==> config.mk <==
export PLATFORM = sky130hd
export DESIGN_NAME = dmem_arbiter
export DESIGN_NICKNAME = d
export VERILOG_FILES = /design/src/rtl/dmem_arbiter.sv
export SDC_FILE = /design/constraint.sdc
export NUM_CORES = 1
export LEC_CHECK = 0
export CAP_MARGIN = 20
export CORE_ASPECT_RATIO = 0.7
export CORE_MARGIN = 2
export CORE_UTILIZATION = 37
export DETAILED_ROUTE_END_ITERATION = 8
export PLACE_DENSITY_LB_ADDON = 0.15
export SYNTH_ARGS = -nofsm -noshare
export SYNTH_HDL_FRONTEND = slang
export SYNTH_SLANG_ARGS = --single-unit
==> constraint.sdc <==
create_clock -name clk -period 1.7 [get_ports clk]
set_input_delay 0.17 -clock clk [delete_from_list [all_inputs] [get_ports clk]]
set_output_delay 0.17 -clock clk [all_outputs]
set_load 0.05 [all_outputs]
==> src/rtl/dmem_arbiter.sv <==
// rtl/dmem_arbiter.sv - data memory arbiter between the CPU load/store port and a full-memory dump engine
//
// Ports:
//   clk, reset (async, active-low)
//   cpu_req/cpu_we/cpu_addr/cpu_wdata  -> CPU request (byte address, word = cpu_addr[AW+2:3])
//   cpu_gnt (comb), cpu_rvalid/cpu_rdata  <- grant and read return
//   dump_start                         -> begin a full-memory dump (ignored unless idle)
//   dump_busy/dump_done                <- dump status
//   dump_valid/dump_ready/dump_addr/dump_data <-> dump output stream (2-entry FIFO head)
//   mem_addr/mem_we/mem_re/mem_wdata   <- single-port memory request
//   mem_rdata                          -> memory read data, one cycle after mem_re
module dmem_arbiter #(
    parameter int N        = 64,
    parameter int AW       = 6,
    parameter int MAX_WAIT = 4
) (
    input  logic          clk,
    input  logic          reset,
    input  logic          cpu_req,
    input  logic          cpu_we,
    input  logic [N-1:0]  cpu_addr,
    input  logic [N-1:0]  cpu_wdata,
    output logic          cpu_gnt,
    output logic          cpu_rvalid,
    output logic [N-1:0]  cpu_rdata,
    input  logic          dump_start,
    output logic          dump_busy,
    output logic          dump_valid,
    input  logic          dump_ready,
    output logic [AW-1:0] dump_addr,
    output logic [N-1:0]  dump_data,
    output logic          dump_done,
    output logic [AW-1:0] mem_addr,
    output logic          mem_we,
    output logic          mem_re,
    output logic [N-1:0]  mem_wdata,
    input  logic [N-1:0]  mem_rdata
);

    localparam int DEPTH = 2 ** AW;
    localparam int WW    = $clog2(MAX_WAIT + 1);

    localparam logic [1:0] S_IDLE  = 2'd0;
    localparam logic [1:0] S_RUN   = 2'd1;
    localparam logic [1:0] S_DRAIN = 2'd2;

    logic [1:0]    state;
    logic [AW-1:0] ptr;
    logic [WW-1:0] wait_cnt;

    logic [AW-1:0] fifo_addr [2];
    logic [N-1:0]  fifo_data [2];
    logic          wr_idx;
    logic          rd_idx;
    logic [1:0]    count;

    // One-cycle tag describing the read that returns on mem_rdata this cycle.
    logic          tag_dump;
    logic          tag_cpu;
    logic [AW-1:0] tag_addr;

    logic eligible;
    logic dump_win;
    logic cpu_win;
    logic push;
    logic pop;
    logic last_issue;

    logic unused_addr_bits;
    assign unused_addr_bits = ^{cpu_addr[N-1:AW+3], cpu_addr[2:0]};

    // Counting the in-flight dump read keeps FIFO occupancy bounded at 2
    // even though its data has not landed yet.
    assign eligible   = (state == S_RUN) && ((count + {1'b0, tag_dump}) < 2'd2);
    assign dump_win   = reset && eligible && (!cpu_req || (wait_cnt == WW'(MAX_WAIT)));
    assign cpu_win    = reset && cpu_req && !dump_win;
    assign last_issue = dump_win && (ptr == AW'(DEPTH - 1));

    assign push = tag_dump;
    assign pop  = (count != 2'd0) && dump_ready;

    assign cpu_gnt    = cpu_win;
    assign cpu_rvalid = tag_cpu;
    assign cpu_rdata  = tag_cpu ? mem_rdata : '0;

    assign dump_busy  = (state != S_IDLE);
    assign dump_valid = (count != 2'd0);
    assign dump_addr  = fifo_addr[rd_idx];
    assign dump_data  = fifo_data[rd_idx];
    assign dump_done  = (state == S_DRAIN) && (count == 2'd0) && !tag_dump;

    always_comb begin
        mem_addr  = '0;
        mem_we    = 1'b0;
        mem_re    = 1'b0;
        mem_wdata = '0;
        if (dump_win) begin
            mem_addr = ptr;
            mem_re   = 1'b1;
        end else if (cpu_win) begin
            mem_addr  = cpu_addr[AW+2:3];
            mem_we    = cpu_we;
            mem_re    = !cpu_we;
            mem_wdata = cpu_wdata;
        end
    end

    always_ff @(posedge clk or negedge reset) begin
        if (!reset) begin
            state    <= S_IDLE;
            ptr      <= '0;
            wait_cnt <= '0;
            wr_idx   <= 1'b0;
            rd_idx   <= 1'b0;
            count    <= 2'd0;
            tag_dump <= 1'b0;
            tag_cpu  <= 1'b0;
            tag_addr <= '0;
            for (int i = 0; i < 2; i++) begin
                fifo_addr[i] <= '0;
                fifo_data[i] <= '0;
            end
        end else begin
            case (state)
                S_IDLE: begin
                    if (dump_start) begin
                        state <= S_RUN;
                        ptr   <= '0;
                    end
                end
                S_RUN: begin
                    if (last_issue) begin
                        state <= S_DRAIN;
                    end
                end
                S_DRAIN: begin
                    if (dump_done) begin
                        state <= S_IDLE;
                    end
                end
                default: state <= S_IDLE;
            endcase

            if (dump_win) begin
                ptr <= ptr + 1'b1;
            end

            if (eligible && !dump_win) begin
                if (wait_cnt != WW'(MAX_WAIT)) begin
                    wait_cnt <= wait_cnt + 1'b1;
                end
            end else begin
                wait_cnt <= '0;
            end

            tag_dump <= dump_win;
            tag_cpu  <= cpu_win && !cpu_we;
            tag_addr <= ptr;

            if (push) begin
                fifo_addr[wr_idx] <= tag_addr;
                fifo_data[wr_idx] <= mem_rdata;
                wr_idx            <= !wr_idx;
            end
            if (pop) begin
                rd_idx <= !rd_idx;
            end

            case ({push, pop})
                2'b10:   count <= count + 2'd1;
                2'b01:   count <= count - 2'd1;
                default: count <= count;
            endcase
        end
    end

endmodule
# Yosys cells after proc, flatten, opt, wreduce, memory -nomap -nowiden
# Cells that the tools add are included.
# word_totals
wordCells,94
reg_bits,163
# classes
order_cmp,4
n_addsub,5
reduce_logical,28
bitwise_logic,2
mux,31
n_eq_ne,11
# op_table
operator,n
2-to-1 mux 64 bit,7
bitwise mux 128 bit,1
demux 64 bit (select 1 bit),1
2-to-1 mux 6 bit,9
bitwise mux 12 bit,1
logical AND 1 bit,12
nonzero test 2 bit,5
adder 6 x 1 -> 6 bit (second input constant),1
demux 6 bit (select 1 bit),1
== test 6 bit (second input constant),1
zero test 1 bit,6
2-to-1 mux 2 bit,3
2-to-1 mux 3 bit,2
inequality test 2 bit (second input constant),3
case mux 2 bit (3 select lines),1
== test 2 x 1 -> 1 bit (second input constant),2
== test 2 bit (second input constant),2
>= comparator 2 bit (second input constant),2
zero test 2 bit,2
2-to-1 mux 1 bit,4
NOT 1 -> 2 bit,2
case mux 2 bit (2 select lines),1
adder 3 x 1 -> 3 bit (second input constant),1
== test 3 bit (second input constant),1
10 further kinds,10

# Logic depth before layout (Yosys ltp)
# Gate-level depths: netlist of run 1.
# depth
ltp_word,9
depth_mapped,8

# Worst setup path after synthesis of run 1
# Ideal clock, no wire load.
# synth_timing
path_kind,flip-flop to output port
from,"reg tag_dump, in the netlist push"
to,out mem_addr[0]
stages_incl_launch_ff,7
arrival_time_ps,2291
slack_ps,-761
path_cell_list,dfrtp_1 buf_6 and3_1 o21ai_2 nor2_1 buf_2 o21ai_0
# synth_via
elab_chain_cells,9
# synth_lines
element,line_no,source
"start, declared",58,logic tag_dump;
"start signal, assigned",156,tag_dump <= dump_win;
adder 2 x 1 -> 2 bit (*),74,"assign eligible = (state == S_RUN) && ((count + {1'b0, tag_dump}) < 2'd2);"
less-than comparator 2 bit (*),74,
logical AND 1 bit (*),74,
logical AND 1 bit (*) (2 in a row),75,assign dump_win = reset && eligible && (!cpu_req || (wait_cnt == WW'(MAX_WAIT)));
via dump_win,63,logic dump_win;
zero test 1 bit,76,assign cpu_win = reset && cpu_req && !dump_win;
logical AND 1 bit,76,
2-to-1 mux 6 bit,100,end else if (cpu_win) begin
2-to-1 mux 6 bit (*),97,if (dump_win) begin
"end, declared",33,"output logic [AW-1:0] mem_addr,"
# Mark *: on every way through the listed nets, which the timed path passes. The rest lies on a longest branch.

# Worst setup path in the final report of run 1
# layout_timing
from,reg wait_cnt[0]
to,out mem_wdata[11]
# layout_via
elab_chain_cells,7
# layout_lines
element,line_no,source
"start, declared",49,logic [WW-1:0] wait_cnt;
"start signal, assigned",150,wait_cnt <= wait_cnt + 1'b1;
== test 3 bit (*),75,
logical OR 1 bit (*),75,
logical AND 1 bit (*),75,
zero test 1 bit,76,
logical AND 1 bit,76,
2-to-1 mux 64 bit,100,
2-to-1 mux 64 bit (*),97,
"end, declared",36,"output logic [N-1:0] mem_wdata,"
# Mark *: on every way between the ends. The rest lies on a longest branch, timed or not.

==> out/metrics.cfg, run 1 <==
[cells_and_area]
most-common-layout-cells=sky130_fd_sc_hd__dfrtp_1, sky130_fd_sc_hd__mux2_2, sky130_fd_sc_hd__buf_12, sky130_fd_sc_hd__clkdlybuf4s50_1, sky130_fd_sc_hd__and2_4
post-route-cell-area_um2=15400
layout.filler_cells=1444
area_taken_by_multi_input_logic_gates_um2=4350
layout.cells.non_filler=1319
final_nets=1227
syn_to_final_growth_pct=92.2
final_layout_size_suffix_gt1_frac=0.649
most_frequent_standard_cell_in_the_layout_excluding_fill_and_tap_cells=sky130_fd_sc_hd__dfrtp_1
regArea_um2=4080

[pwr]
irDropWorstVdd_mv=0.837
report.power.total_mw=28.3
power-per-cell-area_nw_per_um2=1830
power.static_leakage_nw=6.81

[logic_synthesis]
synth_xor_area_frac=0.00763
synth_compound_area_frac=0.0199
postSynthCellCount=631
synth-async-reset-ratio=1.00
synth_area_per_cell_um2=12.7
synth_cell_types=35
synth-seq-area-share=0.508
synth-edff-count=0
synth_top_area_frac=0.508
synth_area_leader_cell=sky130_fd_sc_hd__dfrtp_1
largest_cells_by_area_after_synthesis=sky130_fd_sc_hd__dfrtp_1, sky130_fd_sc_hd__mux2_2, sky130_fd_sc_hd__and2_1
adder_and_majority_cell_fraction_of_the_synthesized_area=0.00623
synthesis.nets=833
yosys_warnings=0
top_flip_flop_cell_by_instance_count_after_synthesis=sky130_fd_sc_hd__dfrtp_1
synth-simple-area-share=0.131
yosys_register_bits=163
synth_top_family_by_area=multiplexers
syn_area_um2=8040
muxShareOfSynthArea=0.297

[setup_path]
crit_end=mem_wdata[11]
cp.arrival_ns=2.00
path_common_cell=sky130_fd_sc_hd__buf_12
r2r-start=wait_cnt[0]$_DFFE_PN0P_
timing_worst_setup_path_type=register to output pin
cp.required_ns=1.53
startpoint_kind_of_the_worst_setup_timing_path=register
rr_endpoint=ptr[5]$_DFFE_PN0P_
critical_path.endpoint_type=output pin
reg2reg_setup_slack_ns=0.05
r2r.worst_path.cells=6
critical_path.max_stage_delay_ns=0.39
critical_path.n_buffers_inverters=4
critical_path.max_fanout=14
critical_path.slowest_cell=sky130_fd_sc_hd__dfrtp_1
crit_cells=9
cp_top_family=buffers and inverters
timing.critical_path.cells=inv_2 > ha_4 > nand2_4 > a21boi_4 > a21oi_4 > buf_4 > buf_12 > and2_4 > buf_12
crit_path_start=wait_cnt[0]$_DFFE_PN0P_

[detailed_routing]
vias=6410
route.detailed.wl_per_inst_um=20.2
drtAntennaViolNets=0
wirelength_mm=26.7
drt-pass1-iter-count=4
remaining_drc_errors=0
detailedRoute.firstIterationViolations=251
vias_per_cell=4.86

[cts]
h-tree-depth=4
cts_root_buf=sky130_fd_sc_hd__clkbuf_16
insertion_delay_to_the_later_sink_of_the_worst_skew_pair_ns=0.43
tritoncts.num_buffers=17
path_clk_slew_ns=0.06
cts.path.max_buffers=2
clkSinkCount=163
clock_tree_from_tritoncts=yes

[grt]
antenna_found_initial=1
overall_global_routing_usage=0.228
globalRouteOverflowTotal=0
grt_first_pass_wirelength_mm=40.0
first_global_vias=6762
grt_start_max_net_pins=164

[sta]
rsz0062_at_grt=true
setup_ws_ns=-0.466
fin_worst_skew_ns=0.0151
fmax_mhz=462
final.setup.tns_ns=-40.53
setup_viol_count_final=144
drv_slew=0
worst_slew_pin_slew_ns=0.906
period_share=1.27
final_period_minus_worst_setup_slack_ns=2.17
timing.final.hold_violations=0
relSlewSlack=0.396

[placed_design]
placed_cells=1257
dp_hpwl_mm=18.2
placed_area_um2=13500
placement.io_buffers=350
routabilityCongestion=0.863

[die]
die_h_um=127
std_cell_rows=45
die_area_um2=22900
floorplan.die.width_um=180
floorplan.io_pins=409
core_um2=21500
initial_core_utilization=0.374

[run_status]
violations=negative setup slack
run_status=finished with violations

[worst_hold_path]
hp-class=input port to register
whs_path_depth=4

[job]
cap_violations=0

cell families (layout without fill, tap and decap cells):
group	count (synthesis)	count (layout)
AO/OA/AOI/OAI	23	23
XOR/XNOR	7	7
adder cells (fa/ha/maj)	4	4
buffers and inverters	46	451
flip-flops	163	163
multiplexers	212	212
other	0	1
AND/OR/NAND/NOR	176	176
layout make-up:
| class | instances | area share |
|---|---|---|
| Clock buffer | 17 | 0.0275 |
| Tap cell | 282 | 0.0228 |
| Multi-Input combinational cell | 422 | 0.282 |
| Inverter | 4 | 0.000972 |
| Antenna cell | 1 | 0.000162 |
| Sequential cell | 163 | 0.264 |
| Timing Repair Buffer | 417 | 0.393 |
| Clock inverter | 13 | 0.00996 |
per-layer routing:
layer	vias up	wire (µm)	share of wire	track usage
li1	2963	-	-	-
met2	212	13500	0.51	0.396
met3	35	1810	0.068	0.0758
met1	3200	10700	0.40	0.269
met5	-	0	0	0
met4	0	614	0.023	0.0712
worst min-delay path by stage:
stage	start	to	slack, ns
after global routing	reset	cpu_rvalid$_DFF_PN0_	0.21
after floorplan	reset	count[0]$_DFFE_PN0P_	-0.13
final	reset	cpu_rvalid$_DFF_PN0_	0.20
after global placement	reset	fifo_data[126]$_DFFE_PN0P_	0.45
after detailed placement	reset	fifo_data[72]$_DFFE_PN0P_	0.45
after CTS	reset	cpu_rvalid$_DFF_PN0_	0.18
synth_stat cells (2+ instances only):
| cell type | instances |
|---|---|
| sky130_fd_sc_hd__buf_2 | 18 |
| sky130_fd_sc_hd__nor3_1 | 5 |
| sky130_fd_sc_hd__nand2_1 | 7 |
| sky130_fd_sc_hd__or2_2 | 2 |
| sky130_fd_sc_hd__nand2b_1 | 2 |
| sky130_fd_sc_hd__dfrtp_1 | 163 |
| sky130_fd_sc_hd__xor2_1 | 3 |
| sky130_fd_sc_hd__o21ai_0 | 9 |
| sky130_fd_sc_hd__ha_1 | 4 |
| sky130_fd_sc_hd__inv_1 | 4 |
| sky130_fd_sc_hd__mux2_2 | 211 |
| sky130_fd_sc_hd__a21oi_1 | 3 |
| sky130_fd_sc_hd__xnor2_1 | 4 |
| sky130_fd_sc_hd__a221o_1 | 2 |
| sky130_fd_sc_hd__nor2b_1 | 2 |
| sky130_fd_sc_hd__clkbuf_1 | 17 |
| sky130_fd_sc_hd__nand3_1 | 15 |
| sky130_fd_sc_hd__buf_6 | 7 |
| sky130_fd_sc_hd__nor4_1 | 2 |
| sky130_fd_sc_hd__nor2_1 | 5 |
| sky130_fd_sc_hd__and2_1 | 132 |
flip-flops by register name (all words and copies together) (netlist names):
name        cells
ptr             6
rd_idx          1
push            1
wr_idx          1
wait_cnt        3
tag_addr        6
fifo_addr      12
fifo_data     128
state           2
cpu_rvalid      1
count           2
repair_timing:
item,in CTS,in global routing
setup endpoints to repair,150,205
gates cloned,10,5
gates resized for setup,174,120
hold buffers,1,0
pin swaps,9,21
buffers inserted,18,3
hold endpoints to repair,13,0
where the power goes:
part           total [mW]  internal, mW  switching [mW]  leakage (nW)
sequential           6.71          5.69            1.02          1.98
clock                3.81          2.17            1.63         0.270
combinational        17.8          8.88            8.94          4.57
total                28.3          16.7            11.6          6.81
tightest hold or removal path: cells and delay by family:
kind / cells / cell delay (ns)
simple gates: 2 / 0.16
buf+inv: 2 / 0.25
stage by stage:
step | hold slack, ns | setup WS [ns] | utilization
6_report | 0.197 | -0.466 | 0.718
3_5_place_dp | 0.445 | -0.185 | 0.626
2_1_floorplan | -0.126 | -0.165 | -
4_1_cts | 0.179 | -0.499 | 0.700
5_1_grt | 0.211 | -0.553 | 0.718
3_3_place_gp | 0.453 | -0.161 | 0.626
No activity file was read; power rests on OpenSTA's default activity.
==> run 2: changes to the inputs <==
--- a/config.mk
+++ b/config.mk
@@ -10,7 +10,7 @@
 export CORE_MARGIN = 2
 export CORE_UTILIZATION = 37
 export DETAILED_ROUTE_END_ITERATION = 8
-export PLACE_DENSITY_LB_ADDON = 0.15
+export PLACE_DENSITY = 0.89
 export SYNTH_ARGS = -nofsm -noshare
 export SYNTH_HDL_FRONTEND = slang
 export SYNTH_SLANG_ARGS = --single-unit
==> run 2 against run 1 <==
Compared with the run above:
- largest power group unchanged
- total power fell by 5.1%
- final area down 1.5%
- cell count increased by 0.38%
- the run still ends with negative setup slack left
==> out/metrics.cfg, run 2 (synthesis results as in run 1) <==
[grt]
grt_start_max_net_pins=86  ; -48%
antenna_found_initial=1  ; unchanged
globalRouteOverflowTotal=0  ; unchanged
grt_first_pass_wirelength_mm=42.8  ; +6.9%
first_global_vias=7167  ; +6.0%
overall_global_routing_usage=0.245  ; +0.0168

[cts]
cts_root_buf=sky130_fd_sc_hd__clkbuf_16
path_clk_slew_ns=0.07  ; about the same
clkSinkCount=163  ; unchanged
cts.path.max_buffers=2  ; unchanged
insertion_delay_to_the_later_sink_of_the_worst_skew_pair_ns=0.42  ; about the same
tritoncts.num_buffers=17  ; unchanged
h-tree-depth=4  ; unchanged
clock_tree_from_tritoncts=yes

[placed_design]
placed_cells=1255  ; -0.16%
dp_hpwl_mm=19.7  ; +8.5%
placement.io_buffers=350  ; unchanged
routabilityCongestion=0.868  ; +0.58%
worst_setup_slack_before_clock_tree_synthesis_ns=-0.235  ; -0.0501 ns

[run_status]
run_status=finished with violations
violations=negative setup slack

[pwr]
power.static_leakage_nw=6.59  ; -3.3%
irDropWorstVdd_mv=1.43  ; +71%
power-per-cell-area_nw_per_um2=1770  ; -3.6%
power_frac_seq=0.248  ; +0.011
net_sw_frac=0.427  ; +0.0179
p_comb_frac=0.610  ; -0.019
internal-power_mw=15.4  ; -8.0%
p_clk_frac=0.142  ; +0.008
power.net_switching_mw=11.5  ; -0.96%

[setup_path]
critical_path.endpoint_type=output pin
critical_path.max_fanout=12  ; -2
startpoint_kind_of_the_worst_setup_timing_path=register
cp.required_ns=1.53  ; about the same
timing_worst_setup_path_type=register to output pin
cp.arrival_ns=2.01  ; about the same

[die]
floorplan.io_pins=409  ; unchanged
std_cell_rows=45  ; unchanged
die_h_um=127  ; unchanged
core_um2=21500  ; unchanged
floorplan.die.width_um=180  ; unchanged
initial_core_utilization=0.374  ; unchanged
die_area_um2=22900  ; unchanged

[detailed_routing]
wirelength_mm=29.1  ; +9.1%
route.detailed.wl_per_inst_um=22.0  ; +8.7%
detailedRoute.firstIterationViolations=213  ; -15%
vias_per_cell=4.98  ; +2.4%
vias=6590  ; +2.8%
drtAntennaViolNets=0  ; unchanged
remaining_drc_errors=0  ; unchanged
drt-pass1-iter-count=5  ; +1

[job]
cap_violations=0  ; unchanged

[worst_hold_path]
hp-class=input port to register

[cells_and_area]
final_nets=1231  ; +0.33%
syn_to_final_growth_pct=89.3
most_frequent_standard_cell_in_the_layout_excluding_fill_and_tap_cells=sky130_fd_sc_hd__mux2_2
most-common-layout-cells=sky130_fd_sc_hd__mux2_2, sky130_fd_sc_hd__dfrtp_1, sky130_fd_sc_hd__buf_12, sky130_fd_sc_hd__clkdlybuf4s50_1, sky130_fd_sc_hd__buf_6
largest_register_ffs=128  ; unchanged
insertedDiodeCount=0  ; -1
top_register=fifo_data
layout.cells.non_filler=1324  ; +0.38%
final_layout_size_suffix_gt1_frac=0.660  ; +0.0116
reg.largest.list=fifo_data (128), fifo_addr (12)

[sta]
fmax_mhz=458  ; -0.76%
rsz0062_at_grt=true
timing.final.hold_violations=0  ; unchanged
fin_worst_skew_ns=0.0148  ; -0.000234 ns
relSlewSlack=0.637  ; +0.241
drv_slew=0  ; unchanged
period_share=1.28  ; +0.00971
worst_slew_pin_slew_ns=0.544  ; -0.362 ns
final_period_minus_worst_setup_slack_ns=2.18  ; +0.0165 ns
setup_viol_count_final=150  ; +4.2%
setup_ws_ns=-0.483  ; -0.0165 ns

[run 2: cell count changes in the layout (fill, tap and decap cells not counted), sizes merged]
cell	before	now
diode	1	0
clkinvlp	4	1
clkinv	3	5
inv	8	11
clkbuf	21	22
bufinv	2	1
buf	274	278
[run 2: power by group through the flow]
stage               clock (mW)  sequential [mW]  combinational, mW
floorplan                    0             6.35               9.61
global placement             0             6.49               13.5
detailed placement           0             6.67               13.7
CTS                       3.90             6.65               15.6
global route              4.07             6.91               17.0
finish                    3.81             6.67               16.4
[run 2: final cells by class]
type | instances | area, µm²
clock buffers | 18 | 429
clock inverters | 14 | 164
fillers | 1395 | 6300
inverters | 4 | 15.0
multi-input cells | 422 | 4230
flip-flops and latches | 163 | 4080
well taps | 282 | 353
repair buffers | 421 | 5930
[run 2: timing repair]
action | in CTS | in global routing
gates resized for setup | 132 | 83
cloned | 12 | 4
hold buffers | 1 | 0
pin swaps | 19 | 21
endpoints found under the setup margin | 150 | 153
endpoints found under the hold margin | 35 | 0
buffers inserted | 15 | 14
[run 2: path summary, 6_finish.rpt]
| kind | start | endpoint | slack, ns | cells after the start |
|---|---|---|---|---|
| worst max-delay path | wait_cnt[0]$_DFFE_PN0P_ | mem_wdata[55] | -0.48 | 9 |
| worst min-delay path | reset | cpu_rvalid$_DFF_PN0_ | 0.25 | 4 |
| worst max register to register | wait_cnt[0]$_DFFE_PN0P_ | ptr[2]$_DFFE_PN0P_ | -0.12 | 9 |
| worst min register to register | fifo_data[17]$_DFFE_PN0P_ | fifo_data[17]$_DFFE_PN0P_ | 0.50 | 1 |
| max in group asynchronous | reset | fifo_data[50]$_DFFE_PN0P_ | 0.29 | 4 |
| min in group asynchronous | reset | fifo_data[42]$_DFFE_PN0P_ | 0.49 | 3 |
[run 2: per-stage QoR]
stage          TNS [ns]  cell area (µm²)  power [mW]  utilization  hold slack, ns
2_1_floorplan     -5.35             8320        16.0            -          -0.126
3_3_place_gp      -7.51            13500        20.0        0.626           0.332
3_5_place_dp     -14.12            13500        20.4        0.626           0.340
4_1_cts          -48.58            14900        26.2        0.691           0.216
5_1_grt          -54.56            15200        28.0        0.707           0.258
6_report         -44.68            15200        26.9        0.707           0.246
[run 2: critical path, stage by stage, from the launching register on]
cell and delay [ns]:
sky130_fd_sc_hd__dfrtp_1 0.39, sky130_fd_sc_hd__inv_2 0.07, sky130_fd_sc_hd__ha_4 0.15, sky130_fd_sc_hd__nand2_4 0.08, sky130_fd_sc_hd__a21boi_4 0.21, sky130_fd_sc_hd__a21oi_4 0.10
sky130_fd_sc_hd__buf_6 0.14, sky130_fd_sc_hd__buf_16 0.15, sky130_fd_sc_hd__and2_4 0.17, sky130_fd_sc_hd__buf_12 0.14
[run 2: metal layers]
metal | GRT usage | routed length [µm] | up-vias
met5 | 0 | 13 | -
met4 | 0.0631 | 534 | 2
met3 | 0.0676 | 1720 | 30
met2 | 0.447 | 15200 | 247
met1 | 0.286 | 11600 | 3340
li1 | - | - | 2971
